==> src/rtl/uart_cfg_core.sv <==
// Full-duplex UART with configurable data width, parity and stop bits.
// TX and RX share one 16x tick divider but are otherwise independent.
`timescale 1ns/1ps
module uart_cfg_core #(
    parameter int CLOCK_FREQ = 50000000,
    parameter int BAUD_RATE  = 9600,
    parameter int DATA_BITS  = 8,
    parameter int PARITY     = 0,
    parameter int STOP_BITS  = 1
) (
    input  logic                 clk,
    input  logic                 rst,
    input  logic [DATA_BITS-1:0] tx_data_in,
    input  logic                 start_tx,
    output logic                 tx_busy,
    output logic                 tx_done,
    output logic                 tx,
    input  logic                 rx,
    output logic [DATA_BITS-1:0] rx_data_out,
    output logic                 rx_valid,
    input  logic                 rx_ack,
    output logic                 rx_done,
    output logic                 parity_err,
    output logic                 frame_err,
    output logic                 overrun_err
);

    localparam int         DIV_RAW    = CLOCK_FREQ / (BAUD_RATE * 16);
    localparam int         DIV        = (DIV_RAW < 1) ? 1 : DIV_RAW;
    localparam int         DIV_W      = (DIV > 1) ? $clog2(DIV) : 1;
    localparam logic [4:0] STOP_LAST  = 5'(STOP_BITS * 16 - 1);
    localparam logic [3:0] BIT_LAST   = 4'(DATA_BITS - 1);
    localparam bit         HAS_PARITY = (PARITY != 0);

    typedef enum logic [2:0] {TX_IDLE, TX_START, TX_DATA, TX_PARITY, TX_STOP} tx_state_t;
    typedef enum logic [2:0] {RX_IDLE, RX_START, RX_DATA, RX_PARITY, RX_STOP, RX_BREAK} rx_state_t;

    function automatic logic parity_of(input logic [DATA_BITS-1:0] d);
        parity_of = (PARITY == 1) ? ~^d : ^d;
    endfunction

    // ---------------- tick divider ----------------
    logic [DIV_W-1:0] r_div_cnt;
    logic             w_tick;

    assign w_tick = (r_div_cnt == DIV_W'(DIV - 1));

    // NOTE: sequential state always uses non-blocking assignments so every flop samples pre-edge values.
    always_ff @(posedge clk or posedge rst) begin
        if (rst)         r_div_cnt <= '0;
        else if (w_tick) r_div_cnt <= '0;
        else             r_div_cnt <= r_div_cnt + DIV_W'(1);
    end

    // ---------------- transmitter ----------------
    tx_state_t            r_tx_state, w_tx_next;
    logic [4:0]           r_tx_tick_cnt;
    logic [3:0]           r_tx_bit_cnt;
    logic [DATA_BITS-1:0] r_tx_shift;
    logic                 r_tx_par;
    logic                 r_tx, r_tx_busy, r_tx_done;
    logic                 w_tx_accept, w_tx_bit_end;

    // NOTE: every always_comb output gets a default first so no path can infer a latch.
    always_comb begin
        w_tx_next    = r_tx_state;
        w_tx_accept  = 1'b0;
        w_tx_bit_end = w_tick && (r_tx_tick_cnt == ((r_tx_state == TX_STOP) ? STOP_LAST : 5'd15));
        case (r_tx_state)
            TX_IDLE: begin
                if (start_tx) begin
                    w_tx_accept = 1'b1;
                    w_tx_next   = TX_START;
                end
            end
            TX_START:  if (w_tx_bit_end) w_tx_next = TX_DATA;
            TX_DATA: begin
                if (w_tx_bit_end && r_tx_bit_cnt == BIT_LAST)
                    w_tx_next = HAS_PARITY ? TX_PARITY : TX_STOP;
            end
            TX_PARITY: if (w_tx_bit_end) w_tx_next = TX_STOP;
            TX_STOP:   if (w_tx_bit_end) w_tx_next = TX_IDLE;
            default:   w_tx_next = TX_IDLE;
        endcase
    end

    always_ff @(posedge clk or posedge rst) begin
        if (rst) r_tx_state <= TX_IDLE;
        else     r_tx_state <= w_tx_next;
    end

    always_ff @(posedge clk or posedge rst) begin
        if (rst) begin
            r_tx_tick_cnt <= '0;
            r_tx_bit_cnt  <= '0;
            r_tx_shift    <= '0;
            r_tx_par      <= 1'b0;
            r_tx          <= 1'b1;
            r_tx_busy     <= 1'b0;
            r_tx_done     <= 1'b0;
        end else begin
            r_tx_done <= 1'b0;
            if (w_tx_accept) begin
                r_tx_shift    <= tx_data_in;
                r_tx_par      <= parity_of(tx_data_in);
                r_tx          <= 1'b0;
                r_tx_busy     <= 1'b1;
                r_tx_tick_cnt <= '0;
                r_tx_bit_cnt  <= '0;
            end else if (r_tx_state != TX_IDLE) begin
                if (w_tx_bit_end)  r_tx_tick_cnt <= '0;
                else if (w_tick)   r_tx_tick_cnt <= r_tx_tick_cnt + 5'd1;
                // The shifter always presents the next bit to send in bit 0.
                if (w_tx_bit_end) begin
                    case (r_tx_state)
                        TX_START: begin
                            r_tx       <= r_tx_shift[0];
                            r_tx_shift <= r_tx_shift >> 1;
                        end
                        TX_DATA: begin
                            r_tx_bit_cnt <= r_tx_bit_cnt + 4'd1;
                            if (r_tx_bit_cnt == BIT_LAST) begin
                                r_tx <= HAS_PARITY ? r_tx_par : 1'b1;
                            end else begin
                                r_tx       <= r_tx_shift[0];
                                r_tx_shift <= r_tx_shift >> 1;
                            end
                        end
                        TX_PARITY: r_tx <= 1'b1;
                        TX_STOP: begin
                            r_tx_done <= 1'b1;
                            r_tx_busy <= 1'b0;
                        end
                        default: ;
                    endcase
                end
            end
        end
    end

    assign tx      = r_tx;
    assign tx_busy = r_tx_busy;
    assign tx_done = r_tx_done;

    // ---------------- receiver ----------------
    rx_state_t            r_rx_state, w_rx_next;
    logic [1:0]           r_rx_sync;
    logic [3:0]           r_rx_tick_cnt;
    logic [3:0]           r_rx_bit_cnt;
    logic [DATA_BITS-1:0] r_rx_shift;
    logic                 r_rx_par_bit;
    logic [DATA_BITS-1:0] r_rx_data;
    logic                 r_rx_valid, r_rx_done, r_parity_err, r_frame_err, r_overrun_err;
    logic                 w_rx_line, w_rx_sample, w_rx_complete;

    assign w_rx_line   = r_rx_sync[1];
    assign w_rx_sample = w_tick && (r_rx_tick_cnt == ((r_rx_state == RX_START) ? 4'd7 : 4'd15));

    always_comb begin
        w_rx_next     = r_rx_state;
        w_rx_complete = 1'b0;
        case (r_rx_state)
            RX_IDLE:  if (!w_rx_line) w_rx_next = RX_START;
            RX_START: if (w_rx_sample) w_rx_next = w_rx_line ? RX_IDLE : RX_DATA;
            RX_DATA: begin
                if (w_rx_sample && r_rx_bit_cnt == BIT_LAST)
                    w_rx_next = HAS_PARITY ? RX_PARITY : RX_STOP;
            end
            RX_PARITY: if (w_rx_sample) w_rx_next = RX_STOP;
            RX_STOP: begin
                if (w_rx_sample) begin
                    w_rx_complete = 1'b1;
                    w_rx_next     = w_rx_line ? RX_IDLE : RX_BREAK;
                end
            end
            RX_BREAK: if (w_rx_line) w_rx_next = RX_IDLE;
            default:  w_rx_next = RX_IDLE;
        endcase
    end

    always_ff @(posedge clk or posedge rst) begin
        if (rst) r_rx_state <= RX_IDLE;
        else     r_rx_state <= w_rx_next;
    end

    always_ff @(posedge clk or posedge rst) begin
        if (rst) begin
            // Synchroniser resets to the idle-high level so reset release is not a start edge.
            r_rx_sync     <= 2'b11;
            r_rx_tick_cnt <= '0;
            r_rx_bit_cnt  <= '0;
            r_rx_shift    <= '0;
            r_rx_par_bit  <= 1'b0;
            r_rx_data     <= '0;
            r_rx_valid    <= 1'b0;
            r_rx_done     <= 1'b0;
            r_parity_err  <= 1'b0;
            r_frame_err   <= 1'b0;
            r_overrun_err <= 1'b0;
        end else begin
            r_rx_sync <= {r_rx_sync[0], rx};
            r_rx_done <= 1'b0;

            if (r_rx_state == RX_IDLE || r_rx_state == RX_BREAK) begin
                r_rx_tick_cnt <= '0;
                r_rx_bit_cnt  <= '0;
            end else if (w_rx_sample) begin
                r_rx_tick_cnt <= '0;
            end else if (w_tick) begin
                r_rx_tick_cnt <= r_rx_tick_cnt + 4'd1;
            end

            if (r_rx_state == RX_DATA && w_rx_sample) begin
                r_rx_shift   <= {w_rx_line, r_rx_shift[DATA_BITS-1:1]};
                r_rx_bit_cnt <= r_rx_bit_cnt + 4'd1;
            end
            if (r_rx_state == RX_PARITY && w_rx_sample)
                r_rx_par_bit <= w_rx_line;

            // An ack in the completion cycle consumes the old word, so no overrun.
            if (w_rx_complete) begin
                r_rx_data     <= r_rx_shift;
                r_parity_err  <= HAS_PARITY && (r_rx_par_bit != parity_of(r_rx_shift));
                r_frame_err   <= !w_rx_line;
                r_rx_done     <= 1'b1;
                r_rx_valid    <= 1'b1;
                r_overrun_err <= !rx_ack && (r_rx_valid || r_overrun_err);
            end else if (rx_ack && r_rx_valid) begin
                r_rx_valid    <= 1'b0;
                r_overrun_err <= 1'b0;
            end
        end
    end

    assign rx_data_out = r_rx_data;
    assign rx_valid    = r_rx_valid;
    assign rx_done     = r_rx_done;
    assign parity_err  = r_parity_err;
    assign frame_err   = r_frame_err;
    assign overrun_err = r_overrun_err;

endmodule

==> config.mk <==
export PLATFORM = sky130hd
export DESIGN_NAME = uart_cfg_core
export DESIGN_NICKNAME = d
export VERILOG_FILES = /design/src/rtl/uart_cfg_core.sv
export SDC_FILE = /design/constraint.sdc
export NUM_CORES = 1
export LEC_CHECK = 0
export CAP_MARGIN = 20
export CORE_AREA = 2 2 87 110
export DETAILED_ROUTE_END_ITERATION = 10
export DIE_AREA = 0 0 89 112
export PLACE_DENSITY = 0.49
export SLEW_MARGIN = 20
export SYNTH_ARGS = -nofsm -noshare
export SYNTH_HDL_FRONTEND = slang
export SYNTH_SLANG_ARGS = --single-unit
==> constraint.sdc <==
create_clock -name clk -period 4 [get_ports clk]
set_input_delay 0.6 -clock clk [delete_from_list [all_inputs] [get_ports clk]]
set_output_delay 0.6 -clock clk [all_outputs]
set_load 0.1 [all_outputs]
==> results_dict.tcl <==
set metrics [dict create \
    run_status "finished clean" \
    clock_latency_ns 0.33 \
    path_clk_slew_ns 0.05 \
    portBuffers 27 \
    cp_num_cells 1 \
    tightest_slew_ns 0.9732 \
    viasPerCell 4.921 \
    nets 322 \
    cts_root_buf "clkbuf_16" \
    fin_crit_ns 2.583 \
    worstHoldStart "r_rx_sync[0]$_DFF_PP1_" \
    drive_gt1_share_pct 16.29 \
    finalHoldViolCount 0 \
    cts_hold_buffers 0 \
    rows 39 \
    cp.required_ns 3.40 \
    hold_depth 0 \
    dp_slack_ns 1.654 \
    track_usage_pct 13.84 \
    place_congestion 0.7668 \
    synth_top_cell_area_share_pct 50.74 \
    routed_wl_mm 5.957 \
    drt_iter0_markers 112 \
    arrival_ns 1.98 \
    skew_ns 0.006897 \
    fin_crit_sh_pct 64.59 \
    cts_tree "built" \
    clockBufferDepth 2 \
    setup_slack_ns 1.417 \
    r2r-start "r_div_cnt[0]$_DFF_PP0_" \
    ys_ff_latch 65 \
    regToRegSetupSlack_ns 1.73 \
    p_switching_mw 0.3304 \
    yosysSeqAreaShare_pct 53.31 \
    num_io_pins 29 \
    ys.flop_type "dfrtp_1" \
    async_flop_share_pct 100.0 \
    setup_violations 0 \
    die_area_um2 9968 \
    yosys.area.top_type "dfrtp_1" \
    synth_area_per_cell_um2 11.16 \
    combPwrFrac_pct 4.9 \
    p_int_mw 1.198 \
    synth_area_um2 3058 \
    drv_slew 0 \
    hold_class "flip-flop to flip-flop" \
    cp_slowest_cell "clkdlybuf4s50_1" \
    drtAntennaViolNets 0 \
    core-area_um2 8979 \
    startpoint_type "flip-flop" \
    synth_edf_count 0 \
    crit_chain "clkdlybuf4s50_1" \
    p_per_area_nw_per_um2 412.4 \
    first_global_vias 2206 \
    relSlewSlack_pct 34.91 \
    power.total_mw 1.529 \
    ys_types 53 \
    worstPathMaxFanout 2 \
    num_vias 2116 \
    syn_inst 274 \
    antenna_found_initial 0 \
    dp_hpwl_mm 4.152 \
    rr_worst_depth 5 \
    fin_setup_tns_ns 0 \
    synthTopCellsByArea "dfrtp_1, mux2_2, nand3_1" \
    crit_type "flip-flop to primary output" \
    fillers 892 \
    wl_per_cell_um 13.85 \
    p_leak_nw 1.694 \
    grt_setup_unrepaired "false" \
    ctsResizeCount 0 \
    grt_pass1_wl_mm 10.59 \
    min_to "r_rx_sync[1]$_DFF_PP1_" \
    critPathMaxStageDelay_ns 1.13 \
    path_buf_inv 1 \
    die_w_um 89 \
    grt_max_degree 27 \
    maxCapViolations 0 \
    route.detailed.drc 0 \
    synth_most_common_cell "dfrtp_1" \
    synth_common_cells "dfrtp_1, nor2_1, nand3_1" \
    die_y_um 112 \
    max_freq_mhz 387.1 \
    cts_setup_buffers 0 \
    p_seq_share_pct 46.3 \
    cts_sinks 65 \
    grt-ovfl-total 0 \
    yosysWarnings 0 \
    syn_to_final_growth_pct 21.24 \
    r2r-end "rx_data_out[3]$_DFFE_PP0P_" \
    cts_made_buffers 9 \
    synth.net_count 293 \
    antennaDiodeCount 0 \
    p_sw_share_pct 21.61 \
    cp-end-kind "primary output" \
    instances_no_fill 430 \
    firstDrtPassIters 4 \
    cp_top_family "buffers and inverters" \
    irDropWorstVdd_v 0.0002007 \
    dp.cells 415 \
    utilization_pct 41.29 \
    htree_levels 3 \
    start_util_pct 34.06 \
    clkPwrFrac_pct 48.7 \
]
==> flip-flops by register name (all words and copies together), names as in the netlist, 2 cells and up <==
name           flops
r_tx_state         3
r_tx_shift         8
r_tx_bit_cnt       4
r_rx_shift         8
r_rx_tick_cnt      4
r_rx_bit_cnt       4
r_rx_state         3
r_tx_tick_cnt      5
rx_data_out        8
r_rx_sync          2
r_div_cnt          9
==> layout make-up <==
cell class,instances,area (um^2),share of cell area (%)
Tap cell,123,153.9,4.151
Inverter,8,30.03,0.8100
Sequential cell,65,1630,43.98
Timing Repair Buffer,29,285.3,7.695
Clock inverter,4,45.04,1.215
Clock buffer,11,232.7,6.277
Multi-Input combinational cell,190,1330,35.88
==> cells in the final DEF (no fill, tap or decap), drive strengths merged, types with 4 or more instances in the layout <==
master          n
dfrtp          62
clkdlybuf4s50  27
nor2           21
nand3          19
nand2          18
mux2           17
o21ai          11
clkbuf         11
and3            9
nand2b          8
inv             8
xor2            7
nand4           7
and2            7
ha              6
xnor2           5
a221o           5
a21oi           4
a31oi           4
==> per-layer routing <==
layer  vias to the layer above  routed length [um]  track usage, %  part of all wire (%)
met5                         -                   0               0                     0
met2                        30                2796           21.04                    47
li1                       1049                   -               -                     -
met4                         0                 176           8.458                   3.0
met1                      1026                2782           17.57                    47
met3                        11                 201           3.188                   3.4
==> through the flow <==
step | instance area [um^2] | hold WS [ns]
final | 3707 | 0.3531
after global routing | 3707 | 0.3616
after CTS | 3707 | 0.3569
after detailed placement | 3430 | 0.3470
after global placement | 3430 | 0.3505
after floorplan | 3058 | 0.3452
==> power groups by stage <==
stage	clock [mW]	combinational, mW	sequential, mW
6_report	0.745	0.0756	0.708
5_1_grt	0.801	0.0865	0.712
4_1_cts	0.775	0.0777	0.707
3_5_place_dp	0	0.0786	0.717
3_3_place_gp	0	0.0766	0.719
2_1_floorplan	0	0.0552	0.711
==> how the worst max path moves through the flow <==
stage                            from                         end
6_report               tx$_DFFE_PP1P_                          tx
5_1_grt                tx$_DFFE_PP1P_                          tx
4_1_cts                tx$_DFFE_PP1P_                          tx
3_5_place_dp   r_div_cnt[0]$_DFF_PP0_  rx_data_out[6]$_DFFE_PP0P_
3_3_place_gp   r_div_cnt[0]$_DFF_PP0_  rx_data_out[1]$_DFFE_PP0P_
2_1_floorplan                     rst       frame_err$_DFFE_PP0P_
==> cells by family (layout without fill, tap and decap cells) <==
kind of cell             Yosys count  count (layout)  share of synthesized area, %
AND/OR/NAND/NOR                  112             112                         21.28
flip-flops                        65              65                         53.31
AO/OA/AOI/OAI                     40              40                         9.288
multiplexers                      19              19                         6.915
buffers and inverters             19              52                         3.192
XOR/XNOR                          12              12                         3.437
adder cells (fa/ha/maj)            6               6                         2.455
other                              1               1                        0.1226
Power figures use the tool's default switching activity.
